==> config.mk <==
export PLATFORM = sky130hd
export DESIGN_NAME = tt_capture7_flat
export DESIGN_NICKNAME = d
export VERILOG_FILES = /design/src/rtl/tt_capture7_if.sv /design/src/rtl/tt_capture7.sv /design/src/flat_wrapper.sv
export SDC_FILE = /design/constraint.sdc
export NUM_CORES = 1
export LEC_CHECK = 0
export BUFFER_PORTS_ARGS = -buffer_cell sky130_fd_sc_hd__buf_4
export CORE_MARGIN = 2
export CORE_UTILIZATION = 55
export CTS_BUF_LIST = sky130_fd_sc_hd__clkbuf_4
export DETAILED_ROUTE_END_ITERATION = 8
export PLACE_DENSITY_LB_ADDON = 0.15
export SLEW_MARGIN = 5
export SYNTH_ARGS = -nofsm -noshare
export SYNTH_HDL_FRONTEND = slang
export SYNTH_SLANG_ARGS = --single-unit
==> constraint.sdc <==
create_clock -name clk -period 4.85 [get_ports clk]
set_clock_uncertainty 0.1 [all_clocks]
set_input_delay 0 -clock clk [delete_from_list [all_inputs] [get_ports clk]]
set_output_delay 0 -clock clk [all_outputs]
set_load 0.005 [all_outputs]
==> src/rtl/tt_capture7_if.sv <==
// Signal bundle between tt_capture7 and the function block / controller.
// Optional self_dual member present when SELF_DUAL_CHECK_EN is defined.
interface tt_capture7_if;
    logic         start;
    logic         f_in;
    logic         x0, x1, x2, x3, x4, x5, x6;
    logic         busy;
    logic         done;
    logic [127:0] tt;
    logic [7:0]   ones_count;
`ifdef SELF_DUAL_CHECK_EN
    logic         self_dual;
`endif

    modport master (
        input  start, f_in,
        output x0, x1, x2, x3, x4, x5, x6,
`ifdef SELF_DUAL_CHECK_EN
        output self_dual,
`endif
        output busy, done, tt, ones_count
    );

    modport slave (
        output start, f_in,
        input  x0, x1, x2, x3, x4, x5, x6,
`ifdef SELF_DUAL_CHECK_EN
        input  self_dual,
`endif
        input  busy, done, tt, ones_count
    );
endinterface

==> src/rtl/tt_capture7.sv <==
// Truth-table extractor for a 7-input combinational block: sweeps all 128 vectors.
// Optional macro SELF_DUAL_CHECK_EN adds the self_dual result output.
module tt_capture7 #(
    parameter int unsigned SETTLE = 0
) (
    input  logic           clk,
    input  logic           rst,
    tt_capture7_if.master  bus
);

    typedef enum logic [1:0] {ST_IDLE, ST_RUN, ST_DONE} state_t;

    localparam logic [3:0] SETTLE_L = 4'(SETTLE);

    state_t       state, state_next;
    logic [6:0]   idx;
    logic [3:0]   wait_cnt;
    logic [127:0] tt_q;
    logic [7:0]   ones_q;
    logic         busy_q, done_q;
    logic         accept, sample, last;

    // NOTE: every always_comb output gets a default first so no latch is inferred.
    always_comb begin
        state_next = state;
        accept     = 1'b0;
        sample     = 1'b0;
        last       = 1'b0;
        case (state)
            ST_IDLE, ST_DONE: begin
                if (bus.start) begin
                    accept     = 1'b1;
                    state_next = ST_RUN;
                end
            end
            ST_RUN: begin
                if (wait_cnt == SETTLE_L) begin
                    sample = 1'b1;
                    if (idx == 7'd127) begin
                        last       = 1'b1;
                        state_next = ST_DONE;
                    end
                end
            end
            default: state_next = ST_IDLE;
        endcase
    end

    // NOTE: sequential state uses non-blocking assignments so all flops update together.
    always_ff @(posedge clk or posedge rst) begin
        if (rst) state <= ST_IDLE;
        else     state <= state_next;
    end

`ifdef SELF_DUAL_CHECK_EN
    logic [127:0] tt_final;
    logic         dual_next;
    logic         self_dual_q;

    // The last sample is not yet in tt_q when the verdict is registered.
    always_comb begin
        tt_final      = tt_q;
        tt_final[127] = bus.f_in;
        dual_next     = 1'b1;
        for (int i = 0; i < 64; i++) begin
            if (tt_final[i] == tt_final[127-i]) dual_next = 1'b0;
        end
    end

    always_ff @(posedge clk or posedge rst) begin
        if (rst)                 self_dual_q <= 1'b0;
        else if (accept)         self_dual_q <= 1'b0;
        else if (sample && last) self_dual_q <= dual_next;
    end

    assign bus.self_dual = self_dual_q;
`endif

    // idx returns to 0 on completion so the vector outputs idle low in DONE.
    always_ff @(posedge clk or posedge rst) begin
        if (rst) begin
            idx      <= 7'd0;
            wait_cnt <= 4'd0;
            tt_q     <= '0;
            ones_q   <= 8'd0;
            busy_q   <= 1'b0;
            done_q   <= 1'b0;
        end else begin
            done_q <= 1'b0;
            if (accept) begin
                idx      <= 7'd0;
                wait_cnt <= 4'd0;
                tt_q     <= '0;
                ones_q   <= 8'd0;
                busy_q   <= 1'b1;
            end else if (state == ST_RUN) begin
                if (sample) begin
                    tt_q[idx] <= bus.f_in;
                    ones_q    <= ones_q + {7'd0, bus.f_in};
                    wait_cnt  <= 4'd0;
                    if (last) begin
                        idx    <= 7'd0;
                        busy_q <= 1'b0;
                        done_q <= 1'b1;
                    end else begin
                        idx <= idx + 7'd1;
                    end
                end else begin
                    wait_cnt <= wait_cnt + 4'd1;
                end
            end
        end
    end

    assign bus.x0         = idx[0];
    assign bus.x1         = idx[1];
    assign bus.x2         = idx[2];
    assign bus.x3         = idx[3];
    assign bus.x4         = idx[4];
    assign bus.x5         = idx[5];
    assign bus.x6         = idx[6];
    assign bus.busy       = busy_q;
    assign bus.done       = done_q;
    assign bus.tt         = tt_q;
    assign bus.ones_count = ones_q;

endmodule
==> src/flat_wrapper.sv <==
// flat-port wrapper written by rule: the top's interface ports become plain ports
module tt_capture7_flat 
#(
    parameter int unsigned SETTLE = 0
)
  (clk, rst, bus_start, bus_f_in, bus_x0, bus_x1, bus_x2, bus_x3, bus_x4, bus_x5, bus_x6, bus_busy, bus_done, bus_tt, bus_ones_count);
  tt_capture7_if bus_i ();
  input  logic clk;
  input  logic rst;
  input wire logic [$bits(bus_i.start)-1:0] bus_start;
  input wire logic [$bits(bus_i.f_in)-1:0] bus_f_in;
  output wire logic [$bits(bus_i.x0)-1:0] bus_x0;
  output wire logic [$bits(bus_i.x1)-1:0] bus_x1;
  output wire logic [$bits(bus_i.x2)-1:0] bus_x2;
  output wire logic [$bits(bus_i.x3)-1:0] bus_x3;
  output wire logic [$bits(bus_i.x4)-1:0] bus_x4;
  output wire logic [$bits(bus_i.x5)-1:0] bus_x5;
  output wire logic [$bits(bus_i.x6)-1:0] bus_x6;
  output wire logic [$bits(bus_i.busy)-1:0] bus_busy;
  output wire logic [$bits(bus_i.done)-1:0] bus_done;
  output wire logic [$bits(bus_i.tt)-1:0] bus_tt;
  output wire logic [$bits(bus_i.ones_count)-1:0] bus_ones_count;
  assign bus_i.start = bus_start;
  assign bus_i.f_in = bus_f_in;
  assign bus_x0 = bus_i.x0;
  assign bus_x1 = bus_i.x1;
  assign bus_x2 = bus_i.x2;
  assign bus_x3 = bus_i.x3;
  assign bus_x4 = bus_i.x4;
  assign bus_x5 = bus_i.x5;
  assign bus_x6 = bus_i.x6;
  assign bus_busy = bus_i.busy;
  assign bus_done = bus_i.done;
  assign bus_tt = bus_i.tt;
  assign bus_ones_count = bus_i.ones_count;
  tt_capture7 #(.SETTLE(SETTLE)) u_core (.clk(clk), .rst(rst), .bus(bus_i));
endmodule
==> results of run 1 <==
==> Yosys cell counts, types with 4 or more instances <==
cell type    n
nand4_1      6
dfrtp_1    151
nor2_1      13
and2_1       8
clkbuf_1    39
o41ai_1      4
o21ai_0      9
nor4_1       5
nand3_1      8
xor2_1       4
ha_1         5
o31ai_1     20
a21oi_1      7
buf_1        4
o311ai_0     4
o211ai_1    19
buf_2       16
mux2i_1    105
nor3_1       5
nor4bb_1     4
nor4b_1      5
inv_1        5
nand2_1    236
==> critical path: stages, from the launching register on <==
cell      delay (ps)
dfrtp_1          570
nand4b_1         580
nor2_1          1160
nand2_1          180
mux2i_1          180
==> per-layer routing <==
| layer | vias up | GRT usage, % | wire length, um |
|---|---|---|---|
| met2 | 215 | 44.7 | 9360 |
| met1 | 2895 | 37.7 | 7910 |
| met4 | 0 | 10.5 | 384 |
| li1 | 2699 | - | - |
| met5 | - | 0 | 0 |
| met3 | 31 | 5.74 | 1160 |
==> sequential cells by signal, summed over array words and instances (netlist names) <==
name,cells
u_core.wait_cnt,4
u_core.state,2
u_core.bus.done,1
u_core.bus.ones_count,8
u_core.bus.busy,1
u_core.idx,7
u_core.bus.tt,128
==> final timing paths <==
kind | startpoint | end | slack (ps) | cells past startpoint
max | u_core.idx[1] | u_core.bus.tt[87] | 1940 | 4
min | rst | u_core.bus.ones_count[5] | 40 | 3
min reg2reg | u_core.bus.tt[33] | u_core.bus.tt[33] | 430 | 2
max in group asynchronous | rst | u_core.bus.tt[70] | 3300 | 4
min in group clk | bus_start | u_core.state[1] | 130 | 3
max reg2reg | u_core.idx[1] | u_core.bus.tt[87] | 1940 | 4
==> layout by cell type, fill, tap and decap left out, types with 4 or more instances in the layout <==
cell	n
nand2_1	235
buf_4	159
dfrtp_1	151
mux2i_1	105
o31ai_1	20
o211ai_1	19
clkbuf_4	18
nor2_1	13
o21ai_0	9
nand3_1	8
and2_1	8
a21oi_1	7
nand4_1	6
nor4_1	5
nor3_1	5
ha_1	5
clkinv_2	5
nor4b_1	4
nor4bb_1	4
inv_1	4
xor2_1	4
o311ai_0	4
o41ai_1	4
clkinv_1	4
==> repair_timing <==
| item | in CTS | in global routing |
|---|---|---|
| resized for setup | 0 | 0 |
| hold buffers | 3 | 0 |
| hold endpoints to repair | 125 | 0 |
==> cell families (layout without fill, tap and decap cells) <==
logic type	after synthesis	in the layout	share of synthesized area, %
simple gates	319	319	20.6
fa+ha+maj	5	5	0.871
xor+xnor	7	7	0.854
flops	151	151	52.6
compound gates	67	67	6.65
buf+inv	65	198	3.73
mux	105	105	14.6
==> power breakdown <==
part	switching [mW]	total, mW	leakage, nW	internal, mW
sequential	0.165	1.54	2.07	1.37
clock	0.438	0.787	0.151	0.348
combinational	0.470	0.767	2.43	0.297
==> cell type report <==
cell class	instances	share of cell area, %
Clock inverter	13	1.59
Tap cell	172	2.48
Multi-Input combinational cell	503	36.5
Sequential cell	151	43.5
Clock buffer	18	1.56
Inverter	5	0.274
Timing Repair Buffer	162	14.1
==> flow_summary.yaml, run 1 <==
routing:
  drcViolationCount: 0
  vias: 5840
  finalWirelength_mm: 18.8
  drtAntennaViolNets: 0
  routedWlPerCell_um: 18.4
  viasPerCell: 5.70
  drtIter0Drc: 444
  firstDrtPassIters: 5
clock_network:
  cts_root_buf: "clkbuf_4"
  clkTransAtPathRegs_ps: 120
  postCtsSetupBuffers: 0
  cts_buffers: 17
  clk_latency_ps: 570
  cts_sinks: 151
  clk_path_buf_depth: 2
  tritoncts: "built"
  cts_max_level: 4
floorplan:
  start_util_pct: 56.7
  die_height_um: 118
  dieArea_mm2: 0.0140
  die_w_um: 118
  rows: 41
  pin_count: 149
  core_area_mm2: 0.0127
worst_setup_path:
  crit_path_max_fanout: 15
  startpoint_type: "flip-flop"
  cp.required_ps: 5180
  critPathArrivalTime_ps: 3240
  worstSetupPathType: "reg -> reg"
  worstSetupEndpointType: "flip-flop"
global_route:
  grt_pass1_wl_mm: 30.9
  grt_pass1_vias: 5871
  track_usage_pct: 27.9
  antenna_found_initial: 0
  overflow: 0
  grt_max_degree: 109
final_layout:
  regArea_mm2: 0.00378
  fin_util_pct: 68.5
  finalNetCount: 849
  area_growth_pct: 20.9
  fillers: 1013
  multiInputGateArea_mm2: 0.00317
  stdcell_count: 1024
  finish.instance_area_mm2: 0.00868
  drive_gt1_share_pct: 23.8
  antenna_cells: 0
timing:
  rsz0062_at_grt: "no"
  relSlewSlack_pct: 16.8
  tns_ps: 0
  hold_viol_final: 0
  whs_ps: 39.4
  tightestPinTransition_ps: 1240
  finalSetupViolCount: 0
  fin_ws_ps: 1940
  drv_slew: 0
  period_share_pct: 60.0
  period_minus_slack_ps: 2910
  fmax_ghz: 0.344
placement:
  port_buffers: 148
  gp_congestion: 0.826
  hpwl_mm: 12.3
  dp_cells: 990
  place_ws_ps: 1950
  place_area_mm2: 0.00838
synth:
  synth_edf_count: 0
  synth_cell_types: 46
  synth_nets: 728
  ys_ff_latch: 151
  yosysTopAreaCellShare_pct: 52.6
  synth_largest_area_cell: "dfrtp_1"
  synthArstFlopShare_pct: 100
  synth_ff_type: "dfrtp_1"
  ys_seq_area_share_pct: 52.6
  netlist_area_mm2: 0.00718
  yosys-top-cells-area: "dfrtp_1 (53%), mux2i_1 (15%), nand2_1 (12%)"
  yosysWarnings: 0
  synthCells: 719
  syn_area_per_cell_um2: 9.99
power:
  finalPower_mw: 3.09
  p_per_area_mw_per_mm2: 356
  irDropWorstVdd_mv: 0.183
  p_leak_nw: 4.65
hold_path:
  hp-class: "in -> async"
run_status:
  status: "finished clean"
run:
  max_cap_viol_count: 0
(Power assumes the default switching activity.)
==> run 2: changes to the inputs <==
ABC_AREA = 1   (was default)
CORE_UTILIZATION = 53   (was 55)
clock period = 2.6 ns   (was 4.85 ns; I/O delays follow)
==> run 2 against run 1 <==
Final area is 15% higher. Fmax is 48% higher. Final cell count is 59% higher. Power is 120% higher. Sequential power is 94% higher. Non-clock buffer count is 4 higher. Combinational power grew to 3.3 times the previous value. Routed wire length is 19% higher. Via count is 40% higher. Hold slack better by 120 ps. Area after synthesis is 18% higher.
==> flow_summary.yaml, run 2 <==
timing:
  hold_viol_final: 0
  fin_ws_ps: 638
  finalSetupViolCount: 0
  tns_ps: 0
  fmax_ghz: 0.510
  relSlewSlack_pct: 47.2
  rsz0062_at_grt: "no"
  drv_slew: 0
  period_minus_slack_ps: 1960
  tightestPinTransition_ps: 792
  period_share_pct: 75.4
global_route:
  antenna_found_initial: 1
  overflow: 0
  track_usage_pct: 27.1
  grt_pass1_wl_mm: 36.1
  grt_max_degree: 143
  grt_pass1_vias: 7189
clock_network:
  clk_path_buf_depth: 2
  clkTransAtPathRegs_ps: 130
  cts_buffers: 17
  cts_max_level: 4
  postCtsSetupBuffers: 0
  tritoncts: "built"
  cts_root_buf: "clkbuf_4"
  cts_sinks: 151
  clk_latency_ps: 570
routing:
  top_layer: "met4"
  drcViolationCount: 0
  drtAntennaViolNets: 0
  finalWirelength_mm: 22.4
  routedWlPerCell_um: 13.8
  wl_met3_mm: 1.37
  wl_met2_mm: 10.3
  vias: 8162
  viasPerCell: 5.00
  drtIter0Drc: 646
  firstDrtPassIters: 8
  wl_met1_mm: 10.2
placement:
  place_ws_ps: 676
  dp_cells: 1595
  port_buffers: 148
  hpwl_mm: 14.3
  gp_congestion: 0.845
final_layout:
  stdcell_count: 1632
  multiInputGateArea_mm2: 0.00377
  fillers: 1489
  layout_common_cells: "nand2_1 (579), buf_4 (156), inv_1 (152), dfrtp_1 (151), nor2_1 (148)"
  regArea_mm2: 0.00378
  drive_gt1_share_pct: 14.8
  layout_commonest_cell: "nand2_1"
  finalNetCount: 1411
  area_growth_pct: 18.1
  largest_reg_flops: 128
synth:
  synth_fa_ha_area_share_pct: 0.738
  yosys-mux-area-fraction_pct: 0.118
  yosysMostFrequentCell: "nand2_1"
  yosysWarnings: 0
  synth-simple-area-share_pct: 42.3
  synth_nets: 1296
  synth_top_family_by_area: "simple AND/OR/NAND/NOR gates"
  synthCells: 1287
  ys_seq_area_share_pct: 44.6
  syn_area_per_cell_um2: 6.59
  netlist_area_mm2: 0.00848
  synth_compound_area_share_pct: 0.826
  ys_ff_latch: 151
  synth_cell_types: 27
  synth_largest_area_cell: "dfrtp_1"
  synthArstFlopShare_pct: 100
  yosys-top-cells-area: "dfrtp_1 (45%), nand2_1 (26%), nand3_1 (8.0%)"
  yosysTopAreaCellShare_pct: 44.6
  synth_xor_area_share_pct: 0.413
  synth_edf_count: 0
  synth_ff_type: "dfrtp_1"
  synth.top_cells.by_count: "nand2_1 (579), inv_1 (153), dfrtp_1 (151)"
floorplan:
  die_height_um: 130
  dieArea_mm2: 0.0170
  start_util_pct: 53.8
  core_area_mm2: 0.0158
  die_w_um: 130
  rows: 46
  pin_count: 149
power:
  p_leak_nw: 6.00
  p_per_area_mw_per_mm2: 694
  irDropWorstVdd_mv: 0.773
run:
  max_cap_viol_count: 0
run_status:
  status: "finished clean"
worst_setup_path:
  startpoint: "u_core.wait_cnt[0]"
  critPathArrivalTime_ps: 2350
  crit_path_max_fanout: 142
  cp.required_ps: 2980
  startpoint_type: "flip-flop"
  worstSetupPathType: "reg -> reg"
  regToRegStartpoint: "u_core.wait_cnt[0]"
  worstSetupEndpointType: "flip-flop"
hold_path:
  hp-class: "in -> reg"
  hold_start: "bus_start"
[run 2: cell types whose count changed in the layout (fill, tap and decap cells not counted), moves of 8 or more]
cell,delta
nand3_1,+128
o31ai_1,-19
nand2_1,+344
inv_1,+148
o211ai_1,-19
mux2i_1,-104
and2_1,-8
nor2_1,+135
[run 2: layer usage]
layer	vias up	global-route usage, %
li1	4102	-
met4	0	10.6
met2	272	41.5
met3	48	4.85
met5	-	0
met1	3740	38.6
[run 2: area by class of cell]
type | count | area share [%]
well taps | 216 | 2.70
flip-flops and latches | 151 | 37.7
clock buffers | 17 | 1.27
repair buffers | 166 | 13.3
inverters | 156 | 5.89
clock inverters | 15 | 1.37
diodes | 1 | 0.0250
multi-input cells | 910 | 37.7
[run 2: final timing paths]
kind                                           to  slack [ps]  cells past startpoint
worst min register to register   u_core.bus.tt[7]         410                      2
worst max register to register  u_core.bus.tt[73]         640                      8
worst min-delay path              u_core.state[1]         160                      4
max in group asynchronous       u_core.bus.tt[84]        1050                      5
worst max-delay path            u_core.bus.tt[73]         640                      8
min in group asynchronous       u_core.bus.tt[26]         560                      4
[run 2: timing repair]
item                                   4_1_cts  5_1_grt
endpoints found under the hold margin      200        0
hold buffers                                 4        0
resized for setup                            0        0
[run 2: cell families after synthesis]
logic type | after synthesis
AOI/OAI and AO/OA | 13
xor gates and xnor gates | 4
adders and majority gates | 5
buffers and inverters | 226
DFF | 151
muxes | 1
and+or+nand+nor | 887
[run 2: worst max-delay path: stages (launching register included)]
cell,delay (ps)
dfrtp_1,420
inv_1,100
ha_1,170
nand2_1,110
nor2_4,160
buf_12,430
nand3_1,150
nand2_1,100
inv_1,40
[run 2: metrics by stage]
stage	power [mW]	utilization, %	instance area (um^2)	hold WS [ps]
2_1_floorplan	4.63	-	8480	55.2
3_3_place_gp	5.51	61.5	9700	58.3
3_5_place_dp	5.56	61.5	9700	57.2
4_1_cts	6.99	63.5	10000	128
5_1_grt	7.44	63.5	10000	131
6_report	6.94	63.5	10000	163
[run 2: power breakdown]
group | leakage (nW) | internal, mW | total [mW] | switching [mW]
Clock | 0.130 | 0.551 | 1.43 | 0.880
Sequential | 2.02 | 2.67 | 2.99 | 0.319
Combinational | 3.85 | 0.825 | 2.52 | 1.70
